<file path="src/rtl/window_fetch7.sv">
// window_fetch7: fetches a zero-padded 7x7 neighbourhood around an event address and hands it downstream
// ports: in_event_addr/valid/ready accept {y,x}; mem_rd_en/addr/data drive a 1-cycle-latency pixel memory;
//        window_req + out_window_value/valid/addr deliver the packed window; drop_cnt counts out-of-image events
module window_fetch7 #(
  parameter int DATA_WIDTH = 14,
  parameter int IMG_W = 128,
  parameter int IMG_H = 128
) (
  input  logic                       clk,
  input  logic                       rst,
  input  logic [15:0]                in_event_addr,
  input  logic                       in_event_valid,
  output logic                       in_event_ready,
  output logic                       mem_rd_en,
  output logic [15:0]                mem_rd_addr,
  input  logic [DATA_WIDTH-1:0]      mem_rd_data,
  input  logic                       window_req,
  output logic [DATA_WIDTH*49-1:0]   out_window_value,
  output logic                       out_window_valid,
  output logic [15:0]                out_window_addr,
  output logic [15:0]                drop_cnt
);
  typedef enum logic [1:0] {IDLE, FETCH, DRAIN, HOLD} state_t;
  localparam logic signed [9:0] W = 10'(IMG_W);
  localparam logic signed [9:0] H = 10'(IMG_H);
  localparam logic [8:0] W9 = 9'(IMG_W);
  localparam logic [8:0] H9 = 9'(IMG_H);
  state_t state;
  logic [7:0] ax, ay;
  logic [5:0] k, cap_k;
  logic [2:0] r, c;
  logic cap_en, cap_in, slot_in, ev_in;
  logic signed [9:0] sx, sy;
  logic [DATA_WIDTH-1:0] win [49];
  assign sx = $signed({2'b00, ax}) + $signed({7'b0, c}) - 10'sd3;
  assign sy = $signed({2'b00, ay}) + $signed({7'b0, r}) - 10'sd3;
  assign slot_in = sx >= 10'sd0 && sx < W && sy >= 10'sd0 && sy < H;
  assign ev_in = {1'b0, in_event_addr[7:0]} < W9 && {1'b0, in_event_addr[15:8]} < H9;
  assign in_event_ready = state == IDLE;
  assign mem_rd_en = state == FETCH && slot_in;
  assign mem_rd_addr = mem_rd_en ? {sy[7:0], sx[7:0]} : 16'd0;
  always_ff @(posedge clk or posedge rst) begin
    if (rst) begin
      state <= IDLE;
      ax <= '0;
      ay <= '0;
      k <= '0;
      r <= '0;
      c <= '0;
      cap_en <= 1'b0;
      cap_in <= 1'b0;
      cap_k <= '0;
      for (int i = 0; i < 49; i++) win[i] <= '0;
      out_window_value <= '0;
      out_window_valid <= 1'b0;
      out_window_addr <= '0;
      drop_cnt <= '0;
    end else begin
      out_window_valid <= 1'b0;
      cap_en <= state == FETCH;
      cap_k <= k;
      cap_in <= slot_in;
      if (cap_en) win[cap_k] <= cap_in ? mem_rd_data : '0;
      case (state)
        IDLE: if (in_event_valid) begin
          if (ev_in) begin
            ax <= in_event_addr[7:0];
            ay <= in_event_addr[15:8];
            k <= '0;
            r <= '0;
            c <= '0;
            state <= FETCH;
          end else if (drop_cnt != 16'hFFFF) drop_cnt <= drop_cnt + 16'd1;
        end
        FETCH: begin
          k <= k + 6'd1;
          c <= c == 3'd6 ? 3'd0 : c + 3'd1;
          r <= c == 3'd6 ? r + 3'd1 : r;
          if (k == 6'd48) state <= DRAIN;
        end
        DRAIN: state <= HOLD;
        default: if (window_req) begin
          for (int i = 0; i < 49; i++) out_window_value[DATA_WIDTH*i +: DATA_WIDTH] <= win[i];
          out_window_valid <= 1'b1;
          out_window_addr <= {ay, ax};
          state <= IDLE;
        end
      endcase
    end
  end
endmodule

</file>
<file path="config.mk">
export PLATFORM = sky130hd
export DESIGN_NAME = window_fetch7
export DESIGN_NICKNAME = d
export VERILOG_FILES = /design/src/rtl/window_fetch7.sv
export SDC_FILE = /design/constraint.sdc
export NUM_CORES = 2
export LEC_CHECK = 0
export CAP_MARGIN = 10
export CORE_AREA = 2 2 394 396
export CTS_CLUSTER_DIAMETER = 60
export DETAILED_ROUTE_END_ITERATION = 12
export DIE_AREA = 0 0 396 398
export PLACE_DENSITY_LB_ADDON = 0.2
export SYNTH_ARGS = -nofsm -noshare
export SYNTH_HDL_FRONTEND = slang
export SYNTH_SLANG_ARGS = --single-unit
</file>
<file path="constraint.sdc">
create_clock -name clk -period 75 [get_ports clk]
set_clock_uncertainty 0.2 [all_clocks]
set_input_delay 22.5 -clock clk [delete_from_list [all_inputs] [get_ports clk]]
set_output_delay 22.5 -clock clk [all_outputs]
set_load 0.02 [all_outputs]
</file>
==> results.md <==
- Outcome: complete, no violations
- Critical R2R Launch: state[0]$_DFFE_PP0P_
- Net Sw Frac: 0.380
- Critical Path AT: between 4 and 5 ns
- Layout cell share with drive strength beyond 1: 0.0525
- Maximum number of pins on one net before global-route repair: 208
- Hold Crit Start: k[5]$_DFFE_PP0P_
- CTS Buf Count: between 150 and 200
- Gpl congestion: around 0.79
- Fmax: around 36 MHz
- Synth Area in Adders: 0.00824
- Static leakage: between 0.03 and 0.04 uW
- Register area share after synthesis: 0.675
- Area Overhead vs Synth: 27.8%
- Post-Synth Simple-Gate Area: 0.212
- ANT nets after route: 0
- Avg Cell Area, Syn: ~9.5 um2
- Largest buffer count on any clock path: 3
- Cell Pwr Density: roughly 47 nW/um2
- Chip Width: about 400 um
- Largest family of logic cells by synthesized area: simple AND/OR/NAND/NOR gates
- WS Path Type: flip-flop to output port
- Clock Sinks: between 1000 and 1500
- Power share of the clock group: 0.248
- CTS H-Tree Depth: 4
- CTS Hold Bufs: 0
- Crit path time final: 27.42 ns
- Met3 usage: 0.0365
- Post-CTS setup buffer count: 0
- Hold crit path type: flip-flop to flip-flop
- Area after DPL: about 63000 um2
- CP Data Required Time: around 52 ns
- FF-to-FF path depth: 8
- Total Wirelength: roughly 170000 um
- TritonRoute pass-1 iters: 6
- Placeable Area: between 150000 and 200000 um2
- Peak supply drop: 0.0224 mV
- Register share of total power: 0.399
- Die Footprint: 158000 um2
- Port bufs: 768
- RSZ-0062 raised after global routing: no
- DRC: 0
- Cts repair resizes: 0
- DRT iter0 DRCs: about 3200
- Final setup fails: 0
- Slew headroom: 0.214
- Netlist cell types: 50
- Max Slew Vio Count: 0
- Die H: a little under 400 um
- DR vias: between 30000 and 40000
- Yosys top cell area share: 0.675
- Grt met2 use: 0.348
- Vias/cell: 4.72
- Grt met1 use: 0.302
- Worst hold path depth: 0
- Worst-path clk slew: 0.05 ns
- Switching power total: between 1000 and 1500 uW
- Gr usage total: 0.218
- Final cell count without fillers: 8433
- Fin. Hold Viols: 0
- Crit end category: output port
- WHS: approximately 0.24 ns
- Core Rows: 144
- Root Buffer: clkbuf_16
- Post-route cell area: 68300 um2
- Vias in the first global route: about 40000
- Busiest layer in global routing: met2
- Slew at the pin closest to its max-slew limit: 1.18 ns
- Post-Syn Instances: 5613
- Synth top area cells: dfrtp_1 (68%), nand2_1 (20%), o21ai_0 (6.8%), clkbuf_1 (2.3%), ha_1 (0.75%)
- Number of placed cells counting well taps: 8139
- Xor/xnor share of the synthesized area: 0.00393
- CP max FO: 15
- Total Nets Final: about 6300
- Comb pwr share: 0.353
- Max-Cap Viols: 0
- Register bit total from synthesis: about 1400
- Power Internal: 1970 uW
- Post-synth EDFFs: 0
- Final cell utilization of the core: 0.446
- Worst-Skew Late Latency: between 0.7 and 0.8 ns
- DR WL/cell: 20.5 um
- Filler cells: 14800
- CTS tree: yes
- Global route total overflow: 0
- Final setup TNS: 0 ns
- CP startpoint: ay[1]$_DFFE_PP0P_
- Synth Flop Type: dfrtp_1
- Dpl hpwl: ~110000 um
- FFs w/ async S/R, synth: 1.00
- Post-Syn Area: between 50000 and 60000 um2
- Area leader, netlist: dfrtp_1
- Mux cell area share after synthesis: 0.000632
- Top-Level Pins: 771
- First-pass GRT wire length: around 260000 um
- Starting Density: 0.349
- Final period utilization: 0.366
- Synth warn: 0
- Initial antenna violation count: 7
- Startpoint Class: flip-flop
- Synth Area in Compound Gates: 0.0729
==> cell type report <==
cell class	instances	area, um2	share of cell area
multi-input combinational	3791	16000	0.234
inverter	39	161	0.00236
clock buffer	242	4670	0.0684
sequential	1443	36100	0.528
tap	2044	2560	0.0374
clock inverter	46	618	0.00904
antenna	5	12.5	0.000183
timing repair buffer	823	8180	0.120
==> flip-flops by register name, indices dropped and copies added (netlist names), 3 cells and up <==
register / count
c: 3
drop_cnt: 16
ax: 8
out_window_addr: 16
cap_k: 6
r: 3
ay: 8
win: 686
out_window_value: 686
k: 6
==> metrics by stage <==
step / setup slack [ns] / power (uW)
global placement: 46.68 / 2410
global route: 46.88 / 3360
floorplan: 11.60 / 1770
CTS: 47.47 / 3220
detailed placement: 46.64 / 2420
finish: 47.58 / 3180
==> critical path, cell delays in order, from the launching register on <==
cell             delay (ns)
dfrtp_1                0.39
ha_1                   0.31
ha_1                   0.24
fa_1                   0.43
a211oi_1               0.33
o21bai_1               0.12
a21oi_1                0.20
xor2_1                 0.10
or4_1                  0.89
nor3_1                 0.29
clkdlybuf4s50_1        0.66
==> synthesized netlist by cell type (2+ instances only) <==
library cell	number
and3_1	2
nor2_4	3
nand2b_1	3
nor3b_1	7
fa_1	2
buf_4	2
mux2_2	3
nand4b_1	3
and3b_1	2
a31oi_1	2
o21bai_1	2
a211oi_1	5
or2_2	2
dfrtp_1	1443
nand3_1	10
ha_1	32
nor3_1	11
a21oi_1	10
nor2b_1	3
and2_1	3
nor2_1	31
inv_1	38
o22ai_1	2
a21o_1	5
nand2_1	2864
xor2_1	13
clkbuf_1	333
and4_1	2
o21ai_0	728
buf_1	4
nand4_1	8
nor2_2	6
xnor2_1	11
o211ai_1	2
==> per-layer routing <==
metal  share of wire  up-vias  routed length (um)
li1                -    18900                   -
met1            0.45    19700               77000
met2            0.48      996               82100
met3           0.049      228                8480
met4           0.030        0                5190
met5               0        -                   0
==> path summary, 6_finish.rpt <==
check,end,slack [ns]
max,mem_rd_addr[13],47.58
min reg2reg,cap_k[5]$_DFF_PP0_,0.24
min in group asynchronous,out_window_value[325]$_DFFE_PP0P_,22.07
max in group asynchronous,win[667]$_DFFE_PP0P_,47.73
min,cap_k[5]$_DFF_PP0_,0.24
max reg2reg,out_window_value[232]$_DFFE_PP0P_,69.88
==> power groups by stage <==
stage	Sequential [uW]	Clock [uW]	Combinational, uW
finish	1270	790	1120
global route	1290	840	1230
CTS	1270	808	1140
detailed placement	1280	0	1140
global placement	1280	0	1120
floorplan	1410	0	359
==> kinds of logic (layout without fill, tap and decap cells) <==
family          Yosys count  after routing
mux                       3              3
xor+xnor                 24             24
flops                  1443           1443
fa+ha+maj                34             34
other cells               1              7
simple gates           2963           2963
compound gates          765            765
buf+inv                 380           1150
==> placed cells by master, fill, tap and decap left out, drive strengths merged, types with 2 or more instances in the layout <==
cell	synthesis	routed
and4	2	2
xnor2	11	11
o22ai	2	2
and3b	2	2
nor2b	3	3
xor2	13	13
nand3	10	10
o211ai	2	2
a21oi	10	10
fa	2	2
nand4	8	8
dfrtp	1443	1443
o21bai	2	2
clkbuf	333	242
o21ai	729	729
nor3b	7	7
and2	3	3
mux2	3	3
buf	8	55
inv	38	47
diode	0	5
a211oi	5	5
or2	2	2
a21o	5	5
nor3	11	11
ha	32	32
clkinv	1	26
nand2b	4	4
nand4b	3	3
nor2	40	40
conb	1	2
clkdlybuf4s50	0	768
clkinvlp	0	2
bufinv	0	10
nand2	2864	2864
a31oi	2	2
and3	2	2
(Power assumes the default switching activity.)
